==> config.mk <==
export PLATFORM = sky130hd
export DESIGN_NAME = int_ctx_unit
export DESIGN_NICKNAME = d
export VERILOG_FILES = /design/src/rtl/int_ctx_pkg.sv /design/src/rtl/ctx_stack.sv /design/src/rtl/int_ctx_unit.sv
export SDC_FILE = /design/constraint.sdc
export NUM_CORES = 1
export LEC_CHECK = 0
export CAP_MARGIN = 20
export CORE_MARGIN = 2
export CORE_UTILIZATION = 50
export DETAILED_ROUTE_END_ITERATION = 8
export DONT_BUFFER_PORTS = 1
export GPL_TIMING_DRIVEN = 0
export SYNTH_ARGS = -nofsm -noshare
export SYNTH_HDL_FRONTEND = slang
export SYNTH_SLANG_ARGS = --single-unit
==> constraint.sdc <==
create_clock -name clkg -period 5.8 [get_ports clkg]
set_clock_uncertainty 0.2 [all_clocks]
set_input_delay 1.16 -clock clkg [delete_from_list [all_inputs] [get_ports clkg]]
set_output_delay 1.16 -clock clkg [all_outputs]
set_load 0.05 [all_outputs]
==> src/rtl/int_ctx_pkg.sv <==
// int_ctx_pkg
//   Shared types for the interrupt context controller.
//   - state_t : controller state (RUN / ENTER / RETURN)
//   - ctx_t   : one saved interrupt context {gie, carry, zero, return PC}
//   - CTX_PC_W / VECTOR_DEF : default PC width and ISR entry address
package int_ctx_pkg;

  localparam int CTX_PC_W = 10;
  localparam logic [CTX_PC_W-1:0] VECTOR_DEF = 10'h3F0;

  typedef enum logic [1:0] {
    RUN    = 2'd0,
    ENTER  = 2'd1,
    RETURN = 2'd2
  } state_t;

  // The context layout is fixed by the package PC width, so the top-level
  // PC_W parameter must stay equal to CTX_PC_W.
  typedef struct packed {
    logic                gie;
    logic                c;
    logic                z;
    logic [CTX_PC_W-1:0] pc;
  } ctx_t;

endpackage

==> src/rtl/ctx_stack.sv <==
// ctx_stack
//   LIFO of saved interrupt contexts.
//   Ports:
//     clkg  in   clock, posedge
//     rst   in   asynchronous active-high reset (clears the pointer only)
//     push  in   store din on top (ignored when full)
//     pop   in   discard top entry (ignored when empty)
//     din   in   context to push
//     dout  out  current top-of-stack entry (undefined when empty)
//     level out  number of stored entries, 0..DEPTH
//     full  out  level == DEPTH
//     empty out  level == 0
module ctx_stack
  import int_ctx_pkg::*;
#(
  parameter int DEPTH = 4
) (
  input  logic                     clkg,
  input  logic                     rst,
  input  logic                     push,
  input  logic                     pop,
  input  ctx_t                     din,
  output ctx_t                     dout,
  output logic [$clog2(DEPTH):0]   level,
  output logic                     full,
  output logic                     empty
);

  localparam int AW = $clog2(DEPTH);
  localparam logic [AW:0]   FULL_LVL = (AW+1)'(DEPTH);
  localparam logic [AW:0]   ONE_LVL  = (AW+1)'(1);
  localparam logic [AW-1:0] ONE_IDX  = AW'(1);

  ctx_t        mem [DEPTH];
  logic [AW:0] sp;
  logic [AW-1:0] top_idx;

  assign full    = (sp == FULL_LVL);
  assign empty   = (sp == '0);
  assign level   = sp;
  // Top entry lives one below the write pointer.
  assign top_idx = sp[AW-1:0] - ONE_IDX;
  assign dout    = mem[top_idx];

  always_ff @(posedge clkg or posedge rst) begin
    if (rst) begin
      sp <= '0;
    end else if (push && !full) begin
      sp <= sp + ONE_LVL;
    end else if (pop && !empty) begin
      sp <= sp - ONE_LVL;
    end
  end

  // Storage carries no reset; only the pointer decides what is valid.
  always_ff @(posedge clkg) begin
    if (push && !full) begin
      mem[sp[AW-1:0]] <= din;
    end
  end

endmodule

==> src/rtl/int_ctx_unit.sv <==
// int_ctx_unit
//   Interrupt context controller. On a taken interrupt it pushes
//   {gie, carry, zero, return PC}, vectors the PC and clears gie; on reti it
//   pops the context, writes carry/zero back to the flag register and
//   reloads the PC.
//   Ports:
//     clkg, rst            clock (posedge), async active-high reset
//     irq                  level interrupt request
//     instr_done           instruction boundary, interrupts taken only here
//     ei, di, reti         instruction pulses
//     pc_ret               return address to save
//     c_flag, z_flag       current flags
//     irq_ack              1-cycle acknowledge of a taken interrupt
//     pc_load/pc_load_val  1-cycle PC overwrite (value 0 when idle)
//     iwe/intc_o/intz_o    flag register interrupt write port
//     gie                  global interrupt enable
//     in_isr, nest_level   nesting status
//     underflow_err        sticky: reti with empty stack
module int_ctx_unit
  import int_ctx_pkg::*;
#(
  parameter int              PC_W   = CTX_PC_W,
  parameter int              DEPTH  = 4,
  parameter logic [PC_W-1:0] VECTOR = VECTOR_DEF
) (
  input  logic                       clkg,
  input  logic                       rst,
  input  logic                       irq,
  input  logic                       instr_done,
  input  logic                       ei,
  input  logic                       di,
  input  logic                       reti,
  input  logic [PC_W-1:0]            pc_ret,
  input  logic                       c_flag,
  input  logic                       z_flag,
  output logic                       irq_ack,
  output logic                       pc_load,
  output logic [PC_W-1:0]            pc_load_val,
  output logic                       iwe,
  output logic                       intc_o,
  output logic                       intz_o,
  output logic                       gie,
  output logic                       in_isr,
  output logic [$clog2(DEPTH):0]     nest_level,
  output logic                       underflow_err
);

  state_t state;
  ctx_t   push_ctx;
  ctx_t   top_ctx;
  logic   push;
  logic   pop;
  logic   full;
  logic   empty;

  assign push_ctx = '{gie: gie, c: c_flag, z: z_flag, pc: pc_ret};

  // reti outranks a simultaneous qualifying irq; both are ignored outside RUN.
  assign pop  = (state == RUN) && reti && !empty;
  assign push = (state == RUN) && !reti && irq && gie && instr_done && !full;

  assign in_isr = !empty;

  ctx_stack #(
    .DEPTH (DEPTH)
  ) u_stack (
    .clkg  (clkg),
    .rst   (rst),
    .push  (push),
    .pop   (pop),
    .din   (push_ctx),
    .dout  (top_ctx),
    .level (nest_level),
    .full  (full),
    .empty (empty)
  );

  // Strobes are registered at the trigger edge so they are visible for
  // exactly the ENTER/RETURN cycle that follows.
  always_ff @(posedge clkg or posedge rst) begin
    if (rst) begin
      state         <= RUN;
      irq_ack       <= 1'b0;
      pc_load       <= 1'b0;
      pc_load_val   <= '0;
      iwe           <= 1'b0;
      intc_o        <= 1'b0;
      intz_o        <= 1'b0;
      gie           <= 1'b0;
      underflow_err <= 1'b0;
    end else begin
      irq_ack     <= 1'b0;
      pc_load     <= 1'b0;
      pc_load_val <= '0;
      iwe         <= 1'b0;
      case (state)
        RUN: begin
          if (di) begin
            gie <= 1'b0;
          end else if (ei) begin
            gie <= 1'b1;
          end
          if (pop) begin
            state       <= RETURN;
            iwe         <= 1'b1;
            intc_o      <= top_ctx.c;
            intz_o      <= top_ctx.z;
            pc_load     <= 1'b1;
            pc_load_val <= top_ctx.pc;
            gie         <= top_ctx.gie;
          end else if (reti) begin
            underflow_err <= 1'b1;
          end else if (push) begin
            state       <= ENTER;
            irq_ack     <= 1'b1;
            pc_load     <= 1'b1;
            pc_load_val <= VECTOR;
            gie         <= 1'b0;
          end
        end
        default: begin
          state <= RUN;
        end
      endcase
    end
  end

endmodule

Word level (Yosys, flattened, before mapping)

Memories as Yosys holds them, arrays and structs flattened.
Index checks and enable logic that the tools add are counted.

$add $sub $neg: 3
Equal/unequal tests: 3
Mux-type cells: 25
Bitwise gates (word level): 1
Reductions and logical operators: 18

Operator list:

| cell                                              | count |
|---|---|
| 2-to-1 mux 10 bit                                 | 4 |
| 2-to-1 mux 1 bit                                  | 15 |
| logical AND 1 bit                                 | 9 |
| 2-to-1 mux 2 bit                                  | 4 |
| 2-to-1 mux 3 bit                                  | 2 |
| AND reduction 2 bit                               | 2 |
| adder 3 x 1 -> 3 bit (second input constant)      | 1 |
| == test 3 bit (second input constant)             | 1 |
| zero test 1 bit                                   | 3 |
| zero test 3 bit                                   | 1 |
| != test 3 x 1 -> 1 bit (second input constant)    | 1 |
| != test 3 x 2 -> 1 bit (second input constant)    | 1 |
| AND reduction 3 bit                               | 1 |
| subtractor 3 x 1 -> 3 bit (second input constant) | 1 |
| zero test 2 bit                                   | 1 |
| nonzero test 2 bit                                | 1 |
| subtractor 2 x 1 -> 2 bit (second input constant) | 1 |
| inverter 1 bit                                    | 1 |

Flip-flop bits (word level): 22
RAM bits: 52
Output and inout port bits: 21
Logic and storage cells: 61
Memories kept: 1

Memories:

| name        | depth | width | rd ports | clocked after Yosys merged registers in | wr ports | RTL line        | source |
|---|---|---|---|---|---|---|---|
| u_stack.mem | 4     | 13    | 1        | 0                                       | 1        | ctx_stack.sv:34 | `ctx_t mem [DEPTH];` |

Depth between registers and ports, before layout

Gate-level depths: netlist of run 1.

Depth after elaboration: 10
Mapped depth: 10
Depth with buffers taken out: 7

By module

A second synthesis of run 1 with hierarchy kept.

Cell total of the unflattened synthesis: 157
Area total of the unflattened synthesis: 2910.3 um^2

By module, submodules not included:

| module       | times used | cells each | area an instance (um^2) | sequential area each (um^2) |
|---|---|---|---|---|
| ctx_stack    | 1          | 99         | 2192.1                  | 1636.6 |
| int_ctx_unit | 1          | 58         | 718.2                   | 475.5 |

Least setup slack after synthesis of run 1

No wires, ideal clock.

Path kind: flip-flop to output port
From: reg u_stack.sp[0] (netlist: u_stack.level[0])
To: out in_isr
Arrival: 1.931 ns
Setup slack: 2.509 ns
Stages on the path, launching flop included: 6
Buffers on the path: 2
Path through: dfrtp_1 > buf_2 > buf_6 > inv_1 > ha_1 > nand2b_1

Word-level cells in the longest chain between the ends: 2

RTL lines:

| what                     | RTL line           | source |
|---|---|---|
| start: declaration       | ctx_stack.sv:35    | `logic [AW:0] sp;` |
| start signal: assignment | ctx_stack.sv:49    | `sp <= sp + ONE_LVL;` |
| start signal: assignment | ctx_stack.sv:51    | `sp <= sp - ONE_LVL;` |
| zero test 3 bit          | ctx_stack.sv:39    | `assign empty = (sp == '0);` |
| zero test 1 bit          | int_ctx_unit.sv:62 | `assign in_isr = !empty;` |
| end: declaration         | int_ctx_unit.sv:43 | `output logic in_isr,` |

No other way between the ends.

Worst setup path in the final report of run 1

Same ends and word-level chain as after synthesis.

==> impl_metrics.csv, run 1 <==
group,metric,value,unit
clock_network,cts.sinks,74,
final_layout,areaGrowthSynthToFinish,8.97,%
hold_path,hold_class,"register to register",
clock_network,cts.root.buffer_cell,"clkbuf_8",
global_route,antenna_found_initial,0,
final_layout,ff_latch_area,2110,um^2
drt,highest_layer,"met4",
die,die_w,79.1,um
clock_network,cts_resized,0,
yosys,synth-warning-count,0,
drt,dr_wl_met2,2.55,mm
drt,firstDrtPassIters,4,
final_layout,nets,174,
place,placed_area,2910,um^2
critical_path,critPathBufInv,3,
hold_path,hold-path-cell-count,1,
critical_path,cpPeakStageDelay,0.70,ns
critical_path,start_kind,"register",
yosys,synthDistinctLibCells,27,
yosys,synth_edf_count,52,
global_route,grt_max_degree,23,
die,core_area,5470,um^2
sta,drv_slew,0,
critical_path,crit_chain,"buf_2, buf_6, inv_1, ha_1, nand2b_1",
die,die_y,79.1,um
sta,fin_crit,3.86,ns
drt,wl,4.65,mm
yosys,synth_top_area_share,55.4,%
critical_path,ff2ff_path_depth,7,
run_status,outcome,"finished clean",
yosys,synthCells,139,
yosys,synth_common_cells,"edfxtp_1, dfrtp_1, mux4_2",
pwr,powerDensity,528,nW/um^2
final_layout,antennaDiodeCount,0,
place,io_buffers,0,
sta,slew_headroom,42.3,%
critical_path,crit_slowest_cell,"dfrtp_1",
clock_network,path_clk_slew,0.07,ns
drt,ant_nets,0,
critical_path,criticalPathCategory,"register to output port",
yosys,synth_area_leaders,"edfxtp_1, dfrtp_1, mux4_2, and2_1, ha_1",
drt,drtIter0Drc,70,
yosys,synth_top_cell_by_area,"edfxtp_1",
global_route,grt_pass1_wl,7.42,mm
sta,tightest_slew,0.865,ns
critical_path,crit_fanout,10,
global_route,grt_pass1_vias,1418,
critical_path,crit_cells,5,
critical_path,endpoint_kind,"output port",
drt,route.detailed.drc,0,
sta,tns,0,ns
drt,met3_length,210,um
sta,fin_crit_sh,66.6,%
place,place_congestion,0.760,
die,io_pins,40,
sta,final_hold_viol_count,0,
final_layout,multi_input_area,653,um^2
die,start_util,51.5,%
sta,setup_ws,1.94,ns
sta,rsz0062_at_grt,"false",
clock_network,htreeDepth,3,
pwr,power_leakage,0.00116,uW
yosys,yosys_register_bits,74,
global_route,grtUsageTotal,17.2,%
drt,vias,1276,
place,dp_hpwl,3.07,mm
clock_network,cts_setup_buffers,0,
clock_network,numCtsBuffers,9,
place,dpl_worst_slack,2.13,ns
yosys,synthMostInstantiatedCell,"edfxtp_1",
final_layout,finalInstanceArea,3070,um^2
yosys,syn_area,2820,um^2
pwr,ir_drop,0.206,mV
yosys,ys_async_sr_fraction,29.7,%
die,design.die.area,6250,um^2
final_layout,drive_gt1_share,22.6,%
clock_network,worstSkewPairLatency,0.34,ns
yosys,ys_seq_area_share,75.0,%
global_route,grt-ovfl-total,0,
drt,drt-met1-wl,1.81,mm
clock_network,postCtsHoldBufs,0,
critical_path,critical-path-top-delay-family,"flip-flops",
clock_network,tritoncts,"done",
drt,routedWlPerCell,20.5,um
critical_path,worstPathRequired,4.44,ns
drt,via_per_inst,5.62,
clock_network,cts_buffer_depth,2,
die,num_rows,27,
yosys,syn_avg_cell_area,20.3,um^2
final_layout,fillers,441,
critical_path,worstPathArrival,2.50,ns
sta,fmax,0.259,GHz
yosys,ys.flop_type,"edfxtp_1",
flow_run,cap_violations,0,
sta,setup_violations,0,
yosys,syn_nets,163,
==> power by group <==
part / internal [uW] / switching (uW) / total [uW]
logic: 185 / 190 / 375
clock network: 163 / 172 / 334
registers: 641 / 269 / 910
total: 989 / 631 / 1620
==> kinds of logic after synthesis <==
logic type / synth area share (%)
buf+inv: 1.82
xor+xnor: 0.622
simple gates: 4.58
compound gates: 4.40
fa+ha+maj: 2.49
mux: 11.1
flops: 75.0
==> stage by stage <==
step,hold WS [ns],utilization (%),total power [uW],std cells
after CTS,0.386,56.1,1640,227
after floorplan,0.308,-,1210,139
after global placement,0.328,53.1,1300,211
after global routing,0.413,56.1,1700,227
after detailed placement,0.373,53.1,1310,211
final,0.380,56.1,1620,227
==> path summary, 6_finish.rpt <==
path	from	to	slack [ns]
worst min register to register	state[0]	irq_ack	0.38
worst max-delay path	u_stack.level[0]	in_isr	1.94
min in group asynchronous	rst	underflow_err	0.69
worst min-delay path	state[0]	irq_ack	0.38
worst max register to register	u_stack.level[0]	u_stack.mem[1][2]	2.21
max in group asynchronous	rst	u_stack.level[0]	4.18
==> cell usage in the layout, fill, tap and decap left out, types with 2 or more instances in the layout <==
| cell type | count |
|---|---|
| edfxtp_1 | 52 |
| dfrtp_1 | 22 |
| mux4_2 | 13 |
| clkbuf_8 | 10 |
| and2_1 | 8 |
| nand2_1 | 7 |
| a21o_1 | 6 |
| inv_1 | 4 |
| ha_1 | 4 |
| a2111oi_0 | 2 |
| buf_2 | 2 |
| mux2i_1 | 2 |
| xnor2_1 | 2 |
| clkbuf_1 | 2 |
| clkinv_1 | 2 |
| clkinv_2 | 2 |
==> layer usage <==
layer  up-vias  global-route usage (%)
met3         7                    4.89
met2        38                    28.9
met5         -                       0
li1        556                       -
met4         0                    9.83
met1       675                    19.6
==> final cells by class <==
cell class	instances	share of cell area, %
clock buffers	12	4.73
flip-flops and latches	74	68.8
well taps	72	2.94
plain buffers	5	1.06
inverters	5	0.611
multi-input cells	55	21.3
clock inverters	4	0.571
==> registers in the layout, summed over array words and instances, names as in the netlist <==
name	cells
u_stack.mem	52
pc_load_val	10
u_stack.level	3
state	2
gie	1
intc_o	1
intz_o	1
irq_ack	1
iwe	1
pc_load	1
underflow_err	1
No activity file was read; power rests on OpenSTA's default activity.
==> run 2, diff against run 1 <==
PLACE_DENSITY = 0.68   (was not set)
clock period = 3.25 ns   (was 5.8 ns; I/O delays follow)
==> run 2 against run 1 <==
  * Sequential share of layout area shrank 0.52 points
  * Highest routed layer unchanged
  * Via count decreased by 1.3%
  * Critical path type is now register to register
  * Worst setup slack got worse by 1.8 ns
  * Largest cell class unchanged
==> impl_metrics.csv, run 2 (synthesis gave the netlist of run 1 again) <==
group,metric,value,unit
place,io_buffers,0,
clock_network,tritoncts,"done",
die,design.die.area,6250,um^2
global_route,grtUsageTotal,17.2,%
flow_run,cap_violations,0,
sta,tightest_slew,0.886,ns
sta,rsz0062_at_grt,"false",
pwr,ir_drop,0.389,mV
critical_path,worstPathArrival,2.91,ns
clock_network,path_clk_slew,0.07,ns
drt,via_per_inst,5.55,
final_layout,final_common_cell,"edfxtp_1",
clock_network,worstSkewPairLatency,0.35,ns
drt,wl,4.65,mm
clock_network,htreeDepth,3,
final_layout,fin_util,56.5,%
critical_path,criticalPathCategory,"register to register",
die,die_y,79.1,um
clock_network,cts_setup_buffers,0,
sta,slew_headroom,40.8,%
clock_network,cts_resized,5,
final_layout,largest_reg_flops,52,
clock_network,numCtsBuffers,9,
clock_network,cts.root.buffer_cell,"clkbuf_8",
critical_path,endpoint_kind,"register",
pwr,powerDensity,949,nW/um^2
drt,drtIter0Drc,67,
drt,route.detailed.drc,0,
clock_network,postCtsHoldBufs,0,
sta,final_hold_viol_count,0,
critical_path,cpPeakStageDelay,0.58,ns
critical_path,crit_chain,"clkbuf_4, buf_6, inv_1, ha_1, a2111oi_4, buf_4, and2_4",
clock_network,cts_buffer_depth,2,
run_status,outcome,"finished clean",
die,io_pins,40,
sta,fmax,0.325,GHz
drt,firstDrtPassIters,4,
sta,setup_ws,0.172,ns
die,start_util,51.5,%
final_layout,fillers,431,
pwr,power_leakage,0.00117,uW
place,place_congestion,0.703,
critical_path,ff2ff_path_depth,7,
final_layout,layout_common_cells,"edfxtp_1, dfrtp_1, mux4_2",
critical_path,critical-path-top-delay-family,"buffers and inverters",
final_layout,drive_gt1_share,27.1,%
critical_path,crit_fanout,13,
drt,ant_nets,0,
global_route,grt_max_degree,23,
global_route,grt_pass1_vias,1399,
critical_path,start_kind,"register",
die,core_area,5470,um^2
final_layout,areaGrowthSynthToFinish,9.86,%
clock_network,cts.sinks,74,
die,die_w,79.1,um
drt,routedWlPerCell,20.5,um
final_layout,nets,174,
place,dpl_worst_slack,-0.428,ns
critical_path,worstPathRequired,3.08,ns
critical_path,crit_cells,7,
final_layout,antennaDiodeCount,0,
sta,fin_crit,3.08,ns
global_route,grt-ovfl-total,0,
hold_path,hold_class,"input port to async pin",
critical_path,crit_slowest_cell,"dfrtp_2",
pwr,finalPower,2940,uW
global_route,antenna_found_initial,0,
die,num_rows,27,
sta,drv_slew,0,
drt,vias,1259,
sta,fin_crit_sh,94.7,%
place,dp_hpwl,3.02,mm
global_route,grt_pass1_wl,7.45,mm
critical_path,critPathBufInv,4,
sta,setup_violations,0,
[run 2: cell types whose count changed in the layout (fill, tap and decap cells not counted)]
cell	before	now
dfrtp_1	22	21
nand2b_1	1	0
and2_2	0	1
dfrtp_2	0	1
and2_4	0	3
and2_1	8	4
nand2b_2	1	2
clkinv_1	2	1
clkbuf_8	10	11
buf_2	2	1
clkbuf_4	0	1
[run 2: area by class of cell]
class                      instances  area [um^2]  share of cell area (%)
inverter                           5         18.8                   0.607
clock inverter                     3         13.8                   0.445
tap                               72         90.1                    2.91
sequential                        74         2110                    68.3
buffer                             5         35.0                    1.13
clock buffer                      13          159                    5.14
multi-input combinational         55          664                    21.5
[run 2: metal layers]
layer / part of all wire, % / global-route usage, % / vias to the layer above
met5: 0 / 0 / -
met4: 2.2 / 10.9 / 0
met3: 6.2 / 5.45 / 11
met2: 50 / 26.5 / 41
met1: 42 / 21.0 / 649
li1: - / - / 558
[run 2: report_power, final]
group          switching [uW]  internal, uW
clock                     312           314
combinational             342           337
sequential                485          1140
total                    1140          1800
[run 2: final timing paths]
| check | slack [ns] | to | from |
|---|---|---|---|
| min | 0.18 | pc_load_val[6] | rst |
| max | 0.17 | u_stack.mem[2][3] | u_stack.level[0] |
| min in group clkg | 0.19 | u_stack.mem[2][4] | pc_ret[4] |
| max in group asynchronous | 2.07 | u_stack.level[0] | rst |
| max reg2reg | 0.17 | u_stack.mem[2][3] | u_stack.level[0] |
| min reg2reg | 0.35 | irq_ack | state[0] |
[run 2: through the flow]
stage	std cells	instance area [um^2]	hold slack (ns)	TNS, ns
final	227	3090	0.178	0
after global routing	227	3090	0.178	0
after CTS	227	3090	0.183	0
after detailed placement	211	2910	0.339	-20.21
after global placement	211	2910	0.334	-16.42
after floorplan	139	2820	0.308	0
==> run 3, diff against run 2 <==
--- a/constraint.sdc
+++ b/constraint.sdc
@@ -4,2 +4,2 @@
 set_output_delay 0.65 -clock clkg [all_outputs]
-set_load 0.05 [all_outputs]
+set_load 0.1 [all_outputs]
==> run 3 against run 2 <==
  * Non-clock buffer count up 1
  * Die area unchanged
  * First-iteration DRC count down 30%
  * Wire length down 4.0%
  * Hold slack better by 0.0026 ns
  * Sequential cell count unchanged
  * Final area up 0.49%
==> impl_metrics.csv, run 3 (synthesis gave the netlist of run 1 again) <==
group,metric,value,unit
clock_network,cts_buffer_depth,2,
critical_path,rrSetupSlack,0.16,ns
global_route,grt_max_degree,23,
die,io_pins,40,
sta,tightest_slew,1.11,ns
die,die_w,79.1,um
sta,fmax,0.322,GHz
critical_path,crit_fanout,10,
drt,wl,4.47,mm
place,io_buffers,0,
critical_path,endpoint_kind,"output port",
die,core_area,5470,um^2
drt,vias,1257,
sta,rsz0062_at_grt,"false",
critical_path,r2r_end,"u_stack.mem[2][9]",
clock_network,path_clk_slew,0.07,ns
die,die_y,79.1,um
critical_path,crit_chain,"buf_2, buf_6, inv_1, ha_1, nand2b_4",
place,placed_area,2910,um^2
die,design.die.area,6250,um^2
clock_network,htreeDepth,3,
critical_path,worstPathArrival,2.26,ns
global_route,grt-ovfl-total,0,
drt,drtIter0Drc,47,
critical_path,timing.rr.start,"u_stack.level[0]",
critical_path,criticalPathCategory,"register to output port",
final_layout,areaGrowthSynthToFinish,10.4,%
clock_network,worstSkewPairLatency,0.34,ns
clock_network,cts.sinks,74,
final_layout,layout_common_cells,"edfxtp_1, dfrtp_1, mux4_2",
clock_network,numCtsBuffers,9,
final_layout,antennaDiodeCount,0,
hold_path,hold_class,"input port to async pin",
global_route,grt_pass1_vias,1366,
drt,firstDrtPassIters,4,
flow_run,cap_violations,0,
sta,slew_headroom,26.0,%
sta,fin_crit,3.11,ns
final_layout,largest_reg_flops,52,
clock_network,cts.root.buffer_cell,"clkbuf_8",
critical_path,crit_end,"in_isr",
clock_network,tritoncts,"done",
critical_path,worstPathRequired,2.40,ns
global_route,grt_pass1_wl,7.08,mm
final_layout,nets,175,
die,num_rows,27,
place,dp_hpwl,2.89,mm
final_layout,drive_gt1_share,28.2,%
global_route,grtUsageTotal,16.3,%
die,start_util,51.5,%
clock_network,postCtsHoldBufs,0,
critical_path,crit_path_start,"u_stack.level[0]",
critical_path,start_kind,"register",
sta,setup_violations,0,
sta,fin_crit_sh,95.7,%
final_layout,final_common_cell,"edfxtp_1",
drt,routedWlPerCell,19.6,um
global_route,antenna_found_initial,0,
drt,ant_nets,0,
run_status,outcome,"finished clean",
final_layout,finalInstanceArea,3110,um^2
sta,final_hold_viol_count,0,
drt,route.detailed.drc,0,
critical_path,ff2ff_path_depth,7,
critical_path,crit_slowest_cell,"dfrtp_4",
sta,drv_slew,0,
drt,via_per_inst,5.51,
place,place_congestion,0.761,
critical_path,cpPeakStageDelay,0.63,ns
run 3: cell types whose count changed in the layout (fill, tap and decap cells not counted), sizes merged:
| cell | previous run | this run |
|---|---|---|
| clkbuf | 14 | 13 |
| buf | 4 | 6 |
| clkinvlp | 0 | 1 |
| clkinv | 3 | 2 |
run 3: cell type report:
class                   count  area (um^2)
fillers                   418         2360
flip-flops and latches     74         2120
multi-input cells          55          676
clock buffers              13          149
well taps                  72         90.1
plain buffers               4         28.8
inverters                   5         18.8
clock inverters             3         15.0
repair buffers              2         15.0
run 3: how the worst min path moves through the flow:
stage | startpoint | to | slack, ns
2_1_floorplan | state[0] | irq_ack | 0.31
3_3_place_gp | state[0] | irq_ack | 0.33
3_5_place_dp | state[0] | irq_ack | 0.35
4_1_cts | pc_ret[8] | u_stack.mem[3][8] | 0.19
5_1_grt | z_flag | u_stack.mem[3][10] | 0.18
6_report | rst | iwe | 0.18
run 3: metal layers:
metal | up-vias | part of all wire (%) | GRT usage, %
met1 | 641 | 41 | 19.5
met5 | - | 0 | 0
li1 | 560 | - | -
met3 | 6 | 8.2 | 8.18
met2 | 50 | 50 | 25.3
met4 | 0 | 0.60 | 6.72
run 3: timing repair:
action,in CTS,in global routing
resized for setup,10,2
endpoints found under the setup margin,63,55
pin swaps,0,1
buffers inserted,0,2
run 3: through the flow:
stage          utilization [%]  setup WS, ns  hold WS, ns  TNS, ns  std cells
2_1_floorplan                -         0.135        0.308        0        139
3_3_place_gp              53.2        -0.381        0.325   -16.77        211
3_5_place_dp              53.2        -0.414        0.345   -18.96        211
4_1_cts                   56.5        0.0575        0.189        0        227
5_1_grt                   56.8       0.00534        0.179        0        228
6_report                  56.8         0.140        0.180        0        228
run 3: critical path: cells and delay by family (launching register included):
kind / cells / cell delay [ns]
adders and majority gates: 1 / 0.34
buffers and inverters: 3 / 0.62
and+or+nand+nor: 1 / 0.32
DFF: 1 / 0.63
Power of run 3 is left out: the tool's default activity adds up to more than one toggle a clock period on the data nets, which glitch-free logic cannot reach.
